`src/rtl/mem_stage_pkg.sv`:
```
// Shared widths, bundle bit indices, access-size and FSM state encodings for mem_stage.
package mem_stage_pkg;

    localparam int unsigned REG_BUS_W      = 64;
    localparam int unsigned REG_CTRL_BUS_W = 4;

    typedef logic [REG_BUS_W-1:0]      reg_bus_t;
    typedef logic [REG_CTRL_BUS_W-1:0] reg_ctrl_bus_t;

    // One-hot writeback source select bit positions
    localparam int unsigned MEM_TO_REG = 0;
    localparam int unsigned PC_TO_REG  = 1;
    localparam int unsigned EXE_TO_REG = 2;
    localparam int unsigned CSR_TO_REG = 3;

    // exe_mem_ctrl = {unsigned, size[1:0], store, load}
    localparam int unsigned MC_LOAD     = 0;
    localparam int unsigned MC_STORE    = 1;
    localparam int unsigned MC_SIZE_LO  = 2;
    localparam int unsigned MC_SIZE_HI  = 3;
    localparam int unsigned MC_UNSIGNED = 4;

    typedef enum logic [1:0] {
        SIZE_B = 2'b00,
        SIZE_H = 2'b01,
        SIZE_W = 2'b10,
        SIZE_D = 2'b11
    } mem_size_e;

    typedef enum logic [1:0] {
        S_IDLE = 2'b00,
        S_REQ  = 2'b01,
        S_RESP = 2'b10,
        S_DONE = 2'b11
    } mem_state_e;

    function automatic logic is_misaligned(input logic [2:0] off, input logic [1:0] size);
        logic r;
        case (size)
            2'b00:   r = 1'b0;
            2'b01:   r = off[0];
            2'b10:   r = |off[1:0];
            default: r = |off;
        endcase
        return r;
    endfunction

endpackage

```
`src/rtl/mem_stage_align.sv`:
```
// Combinational lane alignment: store data shift / byte mask and load extract / extend.
module mem_align
    import mem_stage_pkg::*;
(
    input  logic [2:0] i_off,
    input  mem_size_e  i_size,
    input  logic       i_unsigned,
    input  reg_bus_t   i_st_data,
    input  reg_bus_t   i_rdata,
    output reg_bus_t   o_wdata,
    output logic [7:0] o_wmask,
    output reg_bus_t   o_ld_data
);

    logic [5:0] w_bit_off;
    logic [7:0] w_base_mask;
    reg_bus_t   w_ld_shift;
    logic       w_sext;

    assign w_bit_off  = {i_off, 3'b000};
    assign o_wdata    = i_st_data << w_bit_off;
    assign w_ld_shift = i_rdata >> w_bit_off;
    // Lanes shifted past byte 7 fall off the 8-bit mask
    assign o_wmask    = w_base_mask << i_off;

    always_comb begin
        w_base_mask = 8'hFF;
        w_sext      = 1'b0;
        o_ld_data   = w_ld_shift;
        case (i_size)
            SIZE_B: begin
                w_base_mask = 8'h01;
                w_sext      = ~i_unsigned & w_ld_shift[7];
                o_ld_data   = {{(REG_BUS_W-8){w_sext}}, w_ld_shift[7:0]};
            end
            SIZE_H: begin
                w_base_mask = 8'h03;
                w_sext      = ~i_unsigned & w_ld_shift[15];
                o_ld_data   = {{(REG_BUS_W-16){w_sext}}, w_ld_shift[15:0]};
            end
            SIZE_W: begin
                w_base_mask = 8'h0F;
                w_sext      = ~i_unsigned & w_ld_shift[31];
                o_ld_data   = {{(REG_BUS_W-32){w_sext}}, w_ld_shift[31:0]};
            end
            default: begin
                w_base_mask = 8'hFF;
                o_ld_data   = w_ld_shift;
            end
        endcase
    end

endmodule

```
`src/rtl/mem_stage.sv`:
```
// Memory-access pipeline stage: one dmem request per instruction, aligned load/store data.
// Optional MEM_MISALIGN_CHECK_EN: misaligned accesses skip the request and raise mem_misalign.
module mem_stage
    import mem_stage_pkg::*;
#(
    parameter int unsigned REG_CTRL_W = REG_CTRL_BUS_W,
    parameter int unsigned XLEN       = REG_BUS_W
)(
    input  logic                  clk,
    input  logic                  rst,
    input  logic                  exe_valid,
    output logic                  mem_allowin,
    input  logic [REG_CTRL_W-1:0] exe_reg_wr_ctrl,
    input  logic [4:0]            exe_rd,
    input  logic [XLEN-1:0]       exe_data,
    input  logic [XLEN-1:0]       exe_st_data,
    input  logic [XLEN-1:0]       exe_pc,
    input  logic [XLEN-1:0]       exe_csr_data,
    input  logic [4:0]            exe_mem_ctrl,
    input  logic                  wb_allowin,
    output logic                  mem_valid,
    output logic [REG_CTRL_W-1:0] mem_reg_wr_ctrl,
    output logic [4:0]            mem_rd,
    output logic [XLEN-1:0]       mem_exe_data,
    output logic [XLEN-1:0]       mem_pc_data,
    output logic [XLEN-1:0]       mem_csr_data,
    output logic [XLEN-1:0]       mem_mem_data,
    output logic                  dmem_req_valid,
    input  logic                  dmem_req_ready,
    output logic                  dmem_we,
    output logic [XLEN-1:0]       dmem_addr,
    output logic [XLEN-1:0]       dmem_wdata,
    output logic [7:0]            dmem_wmask,
    input  logic                  dmem_resp_valid,
    input  logic [XLEN-1:0]       dmem_rdata,
    output logic                  mem_misalign
);

    mem_state_e            r_state;
    mem_state_e            w_next_state;
    mem_state_e            w_accept_state;

    logic [REG_CTRL_W-1:0] r_ctrl;
    logic [4:0]            r_rd;
    logic [XLEN-1:0]       r_exe;
    logic [XLEN-1:0]       r_st;
    logic [XLEN-1:0]       r_pc;
    logic [XLEN-1:0]       r_csr;
    logic [XLEN-1:0]       r_mem_data;
    logic                  r_store;
    logic                  r_unsigned;
    mem_size_e             r_size;

    logic                  w_accept;
    logic                  w_in_is_mem;
    logic                  w_in_misalign;
    logic                  w_in_req;
    logic [XLEN-1:0]       w_wdata;
    logic [7:0]            w_wmask;
    logic [XLEN-1:0]       w_ld_data;

    assign mem_allowin = (r_state == S_IDLE) | ((r_state == S_DONE) & wb_allowin);
    assign w_accept    = exe_valid & mem_allowin;
    assign w_in_is_mem = exe_mem_ctrl[MC_LOAD] | exe_mem_ctrl[MC_STORE];

`ifdef MEM_MISALIGN_CHECK_EN
    logic r_misalign;

    assign w_in_misalign = w_in_is_mem &
                           is_misaligned(exe_data[2:0], exe_mem_ctrl[MC_SIZE_HI:MC_SIZE_LO]);
    assign mem_misalign  = r_misalign;

    always_ff @(posedge clk) begin
        if (!rst) begin
            r_misalign <= 1'b0;
        end else if (w_accept) begin
            r_misalign <= w_in_misalign;
        end
    end
`else
    assign w_in_misalign = 1'b0;
    assign mem_misalign  = 1'b0;
`endif

    assign w_in_req = w_in_is_mem & ~w_in_misalign;

    always_comb begin
        w_accept_state = w_in_req ? S_REQ : S_DONE;
        w_next_state   = r_state;
        case (r_state)
            S_IDLE: if (exe_valid)       w_next_state = w_accept_state;
            S_REQ:  if (dmem_req_ready)  w_next_state = r_store ? S_DONE : S_RESP;
            S_RESP: if (dmem_resp_valid) w_next_state = S_DONE;
            S_DONE: if (wb_allowin)      w_next_state = exe_valid ? w_accept_state : S_IDLE;
            default:                     w_next_state = S_IDLE;
        endcase
    end

    always_ff @(posedge clk) begin
        if (!rst) begin
            r_state    <= S_IDLE;
            r_ctrl     <= '0;
            r_rd       <= '0;
            r_exe      <= '0;
            r_st       <= '0;
            r_pc       <= '0;
            r_csr      <= '0;
            r_mem_data <= '0;
            r_store    <= 1'b0;
            r_unsigned <= 1'b0;
            r_size     <= SIZE_B;
        end else begin
            r_state <= w_next_state;
            if (w_accept) begin
                r_ctrl     <= w_in_misalign ? '0 : exe_reg_wr_ctrl;
                r_rd       <= exe_rd;
                r_exe      <= exe_data;
                r_st       <= exe_st_data;
                r_pc       <= exe_pc;
                r_csr      <= exe_csr_data;
                r_mem_data <= '0;
                r_store    <= exe_mem_ctrl[MC_STORE];
                r_unsigned <= exe_mem_ctrl[MC_UNSIGNED];
                r_size     <= mem_size_e'(exe_mem_ctrl[MC_SIZE_HI:MC_SIZE_LO]);
            end else if ((r_state == S_RESP) && dmem_resp_valid) begin
                r_mem_data <= w_ld_data;
            end
        end
    end

    mem_align u_align (
        .i_off      (r_exe[2:0]),
        .i_size     (r_size),
        .i_unsigned (r_unsigned),
        .i_st_data  (r_st),
        .i_rdata    (dmem_rdata),
        .o_wdata    (w_wdata),
        .o_wmask    (w_wmask),
        .o_ld_data  (w_ld_data)
    );

    // Request fields come from the latched bundle, so they stay put until the handshake
    assign dmem_req_valid  = (r_state == S_REQ);
    assign dmem_we         = dmem_req_valid & r_store;
    assign dmem_addr       = {r_exe[XLEN-1:3], 3'b000};
    assign dmem_wdata      = dmem_req_valid ? w_wdata : '0;
    assign dmem_wmask      = dmem_req_valid ? w_wmask : '0;

    assign mem_valid       = (r_state == S_DONE);
    assign mem_reg_wr_ctrl = r_ctrl;
    assign mem_rd          = r_rd;
    assign mem_exe_data    = r_exe;
    assign mem_pc_data     = r_pc;
    assign mem_csr_data    = r_csr;
    assign mem_mem_data    = r_mem_data;

endmodule

```
`config.mk`:
```
export PLATFORM = sky130hd
export DESIGN_NAME = mem_stage
export DESIGN_NICKNAME = d
export VERILOG_FILES = /design/src/rtl/mem_stage_pkg.sv /design/src/rtl/mem_stage_align.sv /design/src/rtl/mem_stage.sv
export SDC_FILE = /design/constraint.sdc
export NUM_CORES = 1
export LEC_CHECK = 0
export BUFFER_PORTS_ARGS = -buffer_cell sky130_fd_sc_hd__buf_2
export CORE_AREA = 8 8 288 290
export DETAILED_ROUTE_END_ITERATION = 8
export DIE_AREA = 0 0 296 298
export PLACE_DENSITY_LB_ADDON = 0.1
export SLEW_MARGIN = 5
export SYNTH_ARGS = -nofsm -noshare
export SYNTH_HDL_FRONTEND = slang
export SYNTH_SLANG_ARGS = --single-unit
export TNS_END_PERCENT = 1
```
`constraint.sdc`:
```
create_clock -name clk -period 1.96 [get_ports clk]
set_input_delay 0.196 -clock clk [delete_from_list [all_inputs] [get_ports clk]]
set_output_delay 0.196 -clock clk [all_outputs]
set_load 0.03 [all_outputs]
```
==> results of run 1 <==
==> sequential cells by signal (all words and copies together) (netlist names) <==
| signal | count |
|---|---|
| r_state | 2 |
| mem_reg_wr_ctrl | 4 |
| r_unsigned | 1 |
| mem_pc_data | 64 |
| r_store | 1 |
| mem_rd | 5 |
| mem_exe_data | 64 |
| mem_mem_data | 64 |
| r_size | 2 |
| mem_csr_data | 64 |
| r_st | 64 |
==> critical path: cells and delay by family (launching register included) <==
| family | cells | cell delay [ps] |
|---|---|---|
| mux | 2 | 530 |
| buf+inv | 4 | 680 |
| flops | 1 | 390 |
| simple gates | 1 | 70 |
==> power groups by stage <==
stage,logic (mW),registers (mW),clock network (mW)
floorplan,4.50,9.58,0
global placement,9.25,8.48,0
detailed placement,9.26,8.50,0
CTS,10.2,8.37,9.00
global route,10.9,8.48,9.28
finish,10.1,8.37,8.65
==> final timing paths <==
kind | endpoint | slack, ps | cells after the start
hold / removal | mem_exe_data[1]$_SDFFE_PN0P_ | 6 | 3
setup / recovery | dmem_wdata[61] | -510 | 7
setup reg to reg | mem_mem_data[61]$_SDFFE_PP0P_ | -230 | 8
hold reg to reg | mem_csr_data[10]$_SDFFE_PN0P_ | 450 | 2
==> metrics by stage <==
step                std cells  setup WS, ps  setup TNS (ps)  power (mW)
CTS                      4064          -560          -37220        27.5
detailed placement       3697         -97.4           -1790        17.8
finish                   4076          -507          -32690        27.1
global route             4071          -616          -46800        28.6
global placement         3697         -97.9           -1420        17.7
floorplan                2014          -165           -3520        14.1
==> area by class of cell <==
type | count | area (sq um)
clock buffer | 67 | 1390
inverter | 7 | 38.8
antenna | 12 | 30.0
timing repair buffer | 1151 | 8390
fill | 8421 | 51800
clock inverter | 16 | 173
tap | 1050 | 1310
multi-input combinational | 1438 | 8450
sequential | 335 | 6720
==> per-layer routing <==
layer	track usage [%]	part of all wire (%)	up-vias	wire length, microns
met5	0	0.075	-	65
met4	5.21	2.6	10	2240
met3	5.57	7.8	122	6730
met2	32.8	50	595	43200
met1	21.8	40	8539	34500
li1	-	-	8698	-
==> kinds of logic after synthesis <==
kind of cell / after synthesis
simple gates: 788
compound gates: 501
flops: 335
buf+inv: 241
mux: 145
other cells: 1
==> synth_stat cells (2+ instances only) <==
library cell,n
a22o_1,8
clkbuf_1,91
buf_4,69
mux2_2,18
and3_1,10
nor2b_1,19
nand3_1,9
mux2_4,2
buf_2,59
nand3b_1,3
a211oi_1,31
dfxtp_1,335
and2_1,19
nor2_1,91
nand2b_1,12
a22oi_1,8
o22a_1,7
mux4_2,39
nor3_1,23
o21ai_0,82
nand2_1,594
o211ai_1,2
buf_6,5
a31oi_1,16
inv_1,6
mux2i_1,86
a21oi_1,329
a21oi_2,10
buf_1,9
o22ai_1,3
==> what timing repair did <==
item / CTS / global route
pin swaps: 12 / 6
gates cloned: 4 / 0
endpoints found under the hold margin: 277 / 0
setup buffers: 5 / 1
setup endpoints to repair: 106 / 135
hold buffers: 275 / 0
resized for setup: 163 / 56
==> metrics.md, run 1 <==
| Metric | Value |
|---|---|
| Run status | `finished, violations left` |
| Failing checks | `setup timing` |
| Synth Area per Inst | `7.92 sq um` |
| Total I/O pin count | `746` |
| Max cap viols | `0` |
| Hold Vio Cnt, Final | `0` |
| CP peak stage delay | `390 ps` |
| Worst Path Required | `1760 ps` |
| Top FF cell, synth | `dfxtp_1` |
| Core area | `78400 sq um` |
| DR pass1 iterations | `4` |
| Clock Latency Late Sink | `580 ps` |
| Routed length per instance | `between 20 and 25 microns` |
| I/O Buffers | `741` |
| Worst path most repeated cell | `buf_12` |
| Layout cells sized above 1 | `37.6%` |
| Rel. slew slack | `between 40% and 50%` |
| Commonest cells after routing, fill and taps aside | `buf_2, nand2_1, dfxtp_1, a21oi_1, dlygate4sd3_1` |
| Post-synthesis adder-cell area fraction | `0%` |
| Final Setup Violations | `126` |
| DP Area | `21300 sq um` |
| Share of the synthesized area in the top cell type | `around 42%` |
| Synth warn | `0` |
| VDD IR max | `0.559 mV` |
| Largest net degree at the start of global routing | `127` |
| CTS tree | `done` |
| Setup crit start kind | `flop` |
| Commonest non-fill, non-tap cell in the layout | `buf_2` |
| Global-route wire length before repair | `126 mm` |
| Clock skew after layout | `11.5 ps` |
| 1st-iter DRT viols | `815` |
| Yosys reg bits | `approximately 340` |
| Util after Layout | `33.8%` |
| RSZ-0062 raised after global routing | `true` |
| Clk slew on worst S/H paths | `50 ps` |
| H-tree Lvls | `2` |
| Compound-Gate Fraction of Synth Area | `17.4%` |
| DRC viols | `0` |
| Initial antenna violation count | `20` |
| Netlist Area Pre-Place | `roughly 16000 sq um` |
| DP HPWL | `66.8 mm` |
| Nets | `3318` |
| XOR/XNOR Fraction of Synth Area | `0%` |
| Worst-path maximum fanout | `16` |
| Clock network power share | `a little under a third` |
| Starting Density | `~20%` |
| Die Wd | `296 microns` |
| Net Sw Power | `10.5 mW` |
| Slew of the pin with the lowest slew margin | `761 ps` |
| Total track usage | `18.6%` |
| Cell taking the most area after synthesis | `dfxtp_1` |
| Endpoint class of the critical path | `primary output` |
| Int Pwr | `roughly 17 mW` |
| Critical path cell sequence | `buf_12 > buf_16 > buf_12 > mux4_2 > mux2i_2 > nor2_2 > buf_6` |
| Cell row count | `103` |
| Register area share after synthesis | `42.1%` |
| Global route overflow | `0` |
| Final instance area | `approximately 27000 sq um` |
| Largest family of logic cells by synthesized area | `simple AND/OR/NAND/NOR gates` |
| Vias | `roughly 18000` |
| Slowest cell on crit path | `dfxtp_4` |
| Leak | `11.3 nW` |
| Async set or reset register ratio after synthesis | `0%` |
| Num CTS Buffers | `45` |
| Final period util | `126%` |
| Die Y | `298 microns` |
| Antenna Nets Post-Route | `0` |
| Tmin final | `~2500 ps` |
| Sw Share | `38.6%` |
| Setup CP Type | `reg -> out` |
| RePlAce Congestion | `just over 0.8` |
| Post-synthesis instance total | `slightly above 2000` |
| Crit path from | `mem_exe_data[1]$_SDFFE_PN0P_` |
| Via density per instance | `approximately 4.4` |
| Sink Count | `335` |
| Total die area | `88200 sq um` |
| F_max | `0.405 GHz` |
| Post-synthesis mux area share | `between 10% and 20%` |
| Slew Viols, Final | `0` |
| Post-synth EDFFs | `0` |
| Root buffer cell | `clkbuf_16` |
| Combinational Power Share | `37.3%` |
| Hold Crit Class | `in -> reg` |
| Vias in the first global route | `18800` |
| Deepest clock path buffer count | `3` |
| Pwr Density | `a little over 1000 nW/um^2` |
| Area growth syn-to-layout | `66.4%` |
| Worst setup margin | `-507 ps` |
| Hold Slack | `6.39 ps` |
| Worst r2r src | `mem_exe_data[0]$_SDFFE_PN0P_` |
| Crit path arrival time | `2270 ps` |
| Ranking of synthesized cells by area | `dfxtp_1, nand2_1, a21oi_1, mux4_2, mux2i_1` |
| Hold path start | `exe_data[1]` |
| Simple-Gate Fraction of Synth Area | `20.1%` |
| Seq pwr share | `slightly above 30%` |
| Final Routed Wirelength | `86.7 mm` |
| Count of different cell masters after synthesis | `46` |
Note: power is estimated with default switching activity, not from simulation.
==> inputs of run 2 (changes only) <==
--- a/config.mk
+++ b/config.mk
@@ -7,6 +7,7 @@
 export LEC_CHECK = 0
 export BUFFER_PORTS_ARGS = -buffer_cell sky130_fd_sc_hd__buf_2
 export CORE_AREA = 8 8 288 290
+export CTS_BUF_LIST = sky130_fd_sc_hd__clkbuf_2 sky130_fd_sc_hd__clkbuf_4 sky130_fd_sc_hd__clkbuf_8
 export DETAILED_ROUTE_END_ITERATION = 8
 export DIE_AREA = 0 0 296 298
 export PLACE_DENSITY_LB_ADDON = 0.1
==> run 2 against run 1 <==
  * Die area did not move
  * Hold slack gained 85 ps
  * Combinational power about the same
  * Final cell count is 1.2% higher
  * Sequential share of layout area decreased by 0.072 points
  * Worst setup slack lost 74 ps
  * Highest routed layer unchanged
  * Power is 2.2% lower
  * Global-route usage rose by 0.25 points
  * Flip-flop and latch count is the same
  * The flow still finishes with violations (setup timing)
==> metrics.md, run 2 (same netlist as run 1, synthesis figures left out) <==
| Metric | Value |
|---|---|
| Hold path cells | `5` |
| Die Y | `about 300 microns` |
| Leak | `between 10 and 15 nW` |
| DRC viols | `0` |
| Hold Slack | `about 91 ps` |
| Final Routed Wirelength | `slightly below 90 mm` |
| Global-route wire length before repair | `approximately 130 mm` |
| Root buffer cell | `clkbuf_8` |
| Total I/O pin count | `746` |
| Tmin final | `2540 ps` |
| Initial antenna violation count | `20` |
| Global route overflow | `0` |
| Setup crit start kind | `flop` |
| I/O Buffers | `about 740` |
| Layout Cells excl Fill | `4125` |
| Routed length per instance | `approximately 21 microns` |
| Worst Path Required | `1760 ps` |
| Final period util | `130%` |
| Layout fillers | `8425` |
| Starting Density | `20.3%` |
| Register area | `6720 sq um` |
| Layout cells sized above 1 | `38.7%` |
| Multi-input gate area | `roughly 8500 sq um` |
| 1st-iter DRT viols | `between 800 and 900` |
| Antenna Nets Post-Route | `0` |
| Nets | `3357` |
| VDD IR max | `just under 0.5 mV` |
| Max cap viols | `0` |
| F_max | `0.393 GHz` |
| Commonest non-fill, non-tap cell in the layout | `buf_2` |
| Via density per instance | `around 4.4` |
| Slew Viols, Final | `0` |
| Num CTS Buffers | `71` |
| Placed cells | `3697` |
| Total track usage | `18.9%` |
| R2R depth | `8` |
| Slew of the pin with the lowest slew margin | `766 ps` |
| Failing checks | `setup timing` |
| Commonest cells after routing, fill and taps aside | `buf_2, nand2_1, dfxtp_1, a21oi_1, dlygate4sd3_1` |
| Endpoint class of the critical path | `primary output` |
| DR pass1 iterations | `5` |
| Die Wd | `roughly 300 microns` |
| Hold Vio Cnt, Final | `0` |
| Hold Crit Class | `in -> reg` |
| Pwr Density | `998 nW/um^2` |
| Worst setup margin | `-582 ps` |
| Vias in the first global route | `19200` |
| Core area | `78400 sq um` |
| Deepest clock path buffer count | `3` |
| Setup CP Type | `reg -> out` |
| Largest net degree at the start of global routing | `127` |
| Vias | `between 15000 and 20000` |
| Area growth syn-to-layout | `66.9%` |
| Clock Latency Late Sink | `650 ps` |
| Clock skew after layout | `22.4 ps` |
| Sink Count | `335` |
| CTS tree | `done` |
| H-tree Lvls | `3` |
| Clk slew on worst S/H paths | `60 ps` |
| Run status | `finished, violations left` |
| RSZ-0062 raised after global routing | `true` |
| Final Setup Violations | `roughly 130` |
| Worst-path maximum fanout | `16` |
| Crit path arrival time | `roughly 2400 ps` |
| Rel. slew slack | `48.9%` |
| DP HPWL | `66.8 mm` |
| Total die area | `approximately 88000 sq um` |
| RePlAce Congestion | `0.830` |
| Cell row count | `103` |
## run 2: changes by cell type in the layout (fill, tap and decap cells not counted), sizes merged
cell,before,now
clkbuf,68,107
dlygate4sd3,275,289
clkinvlp,5,0
clkinv,8,11
bufinv,2,0
inv,8,10
buf,874,873
diode,12,11
## run 2: report_power, final
part | internal [mW] | switching (mW) | leakage (nW)
logic | 3.84 | 6.37 | 7.88
clock network | 4.44 | 3.53 | 0.787
registers | 7.68 | 0.691 | 2.74
## run 2: worst max-delay path, cell delays in order, from the launching register on
cell	delay (ps)
dfxtp_4	390
buf_12	200
buf_16	190
buf_12	150
mux4_2	320
mux2i_2	210
nor2_2	70
buf_6	140
## run 2: routing by layer
layer  GRT usage, %  wire length [microns]
met1           21.8                  34300
met3           5.65                   7110
met4           5.62                   1880
met2           33.3                  44300
met5              0                     75
## run 2: path summary, 6_finish.rpt
kind / to / from / slack [ps]
max reg2reg: mem_mem_data[61]$_SDFFE_PP0P_ / mem_exe_data[0]$_SDFFE_PN0P_ / -240
max: dmem_wdata[61] / mem_exe_data[1]$_SDFFE_PN0P_ / -580
min reg2reg: mem_pc_data[62]$_SDFFE_PN0P_ / mem_pc_data[62]$_SDFFE_PN0P_ / 450
min: mem_mem_data[18]$_SDFFE_PP0P_ / dmem_rdata[34] / 90
## run 2: final cells by class
type,instances,area share [%]
Antenna cell,11,0.104
Timing Repair Buffer,1164,32.1
Clock inverter,14,0.438
Sequential cell,335,25.3
Multi-Input combinational cell,1438,31.9
Tap cell,1050,4.94
Clock buffer,106,5.09
Inverter,7,0.136
## run 2: per-stage QoR
step | setup slack (ps) | utilization, % | TNS (ps) | power [mW] | instance area (sq um)
2_1_floorplan | -165 | - | -3520 | 14.1 | 16100
3_3_place_gp | -97.9 | 27.2 | -1420 | 17.7 | 21300
3_5_place_dp | -97.4 | 27.2 | -1790 | 17.8 | 21300
4_1_cts | -652 | 33.6 | -43540 | 27.0 | 26300
5_1_grt | -689 | 33.9 | -52160 | 28.1 | 26600
6_report | -582 | 33.9 | -37740 | 26.5 | 26600
## run 2: what timing repair did
action,in CTS,in global routing
buffers inserted,5,0
cloned,4,0
endpoints found under the setup margin,108,137
pin swaps,10,5
resized for setup,165,64
hold buffers,289,0
endpoints found under the hold margin,286,0
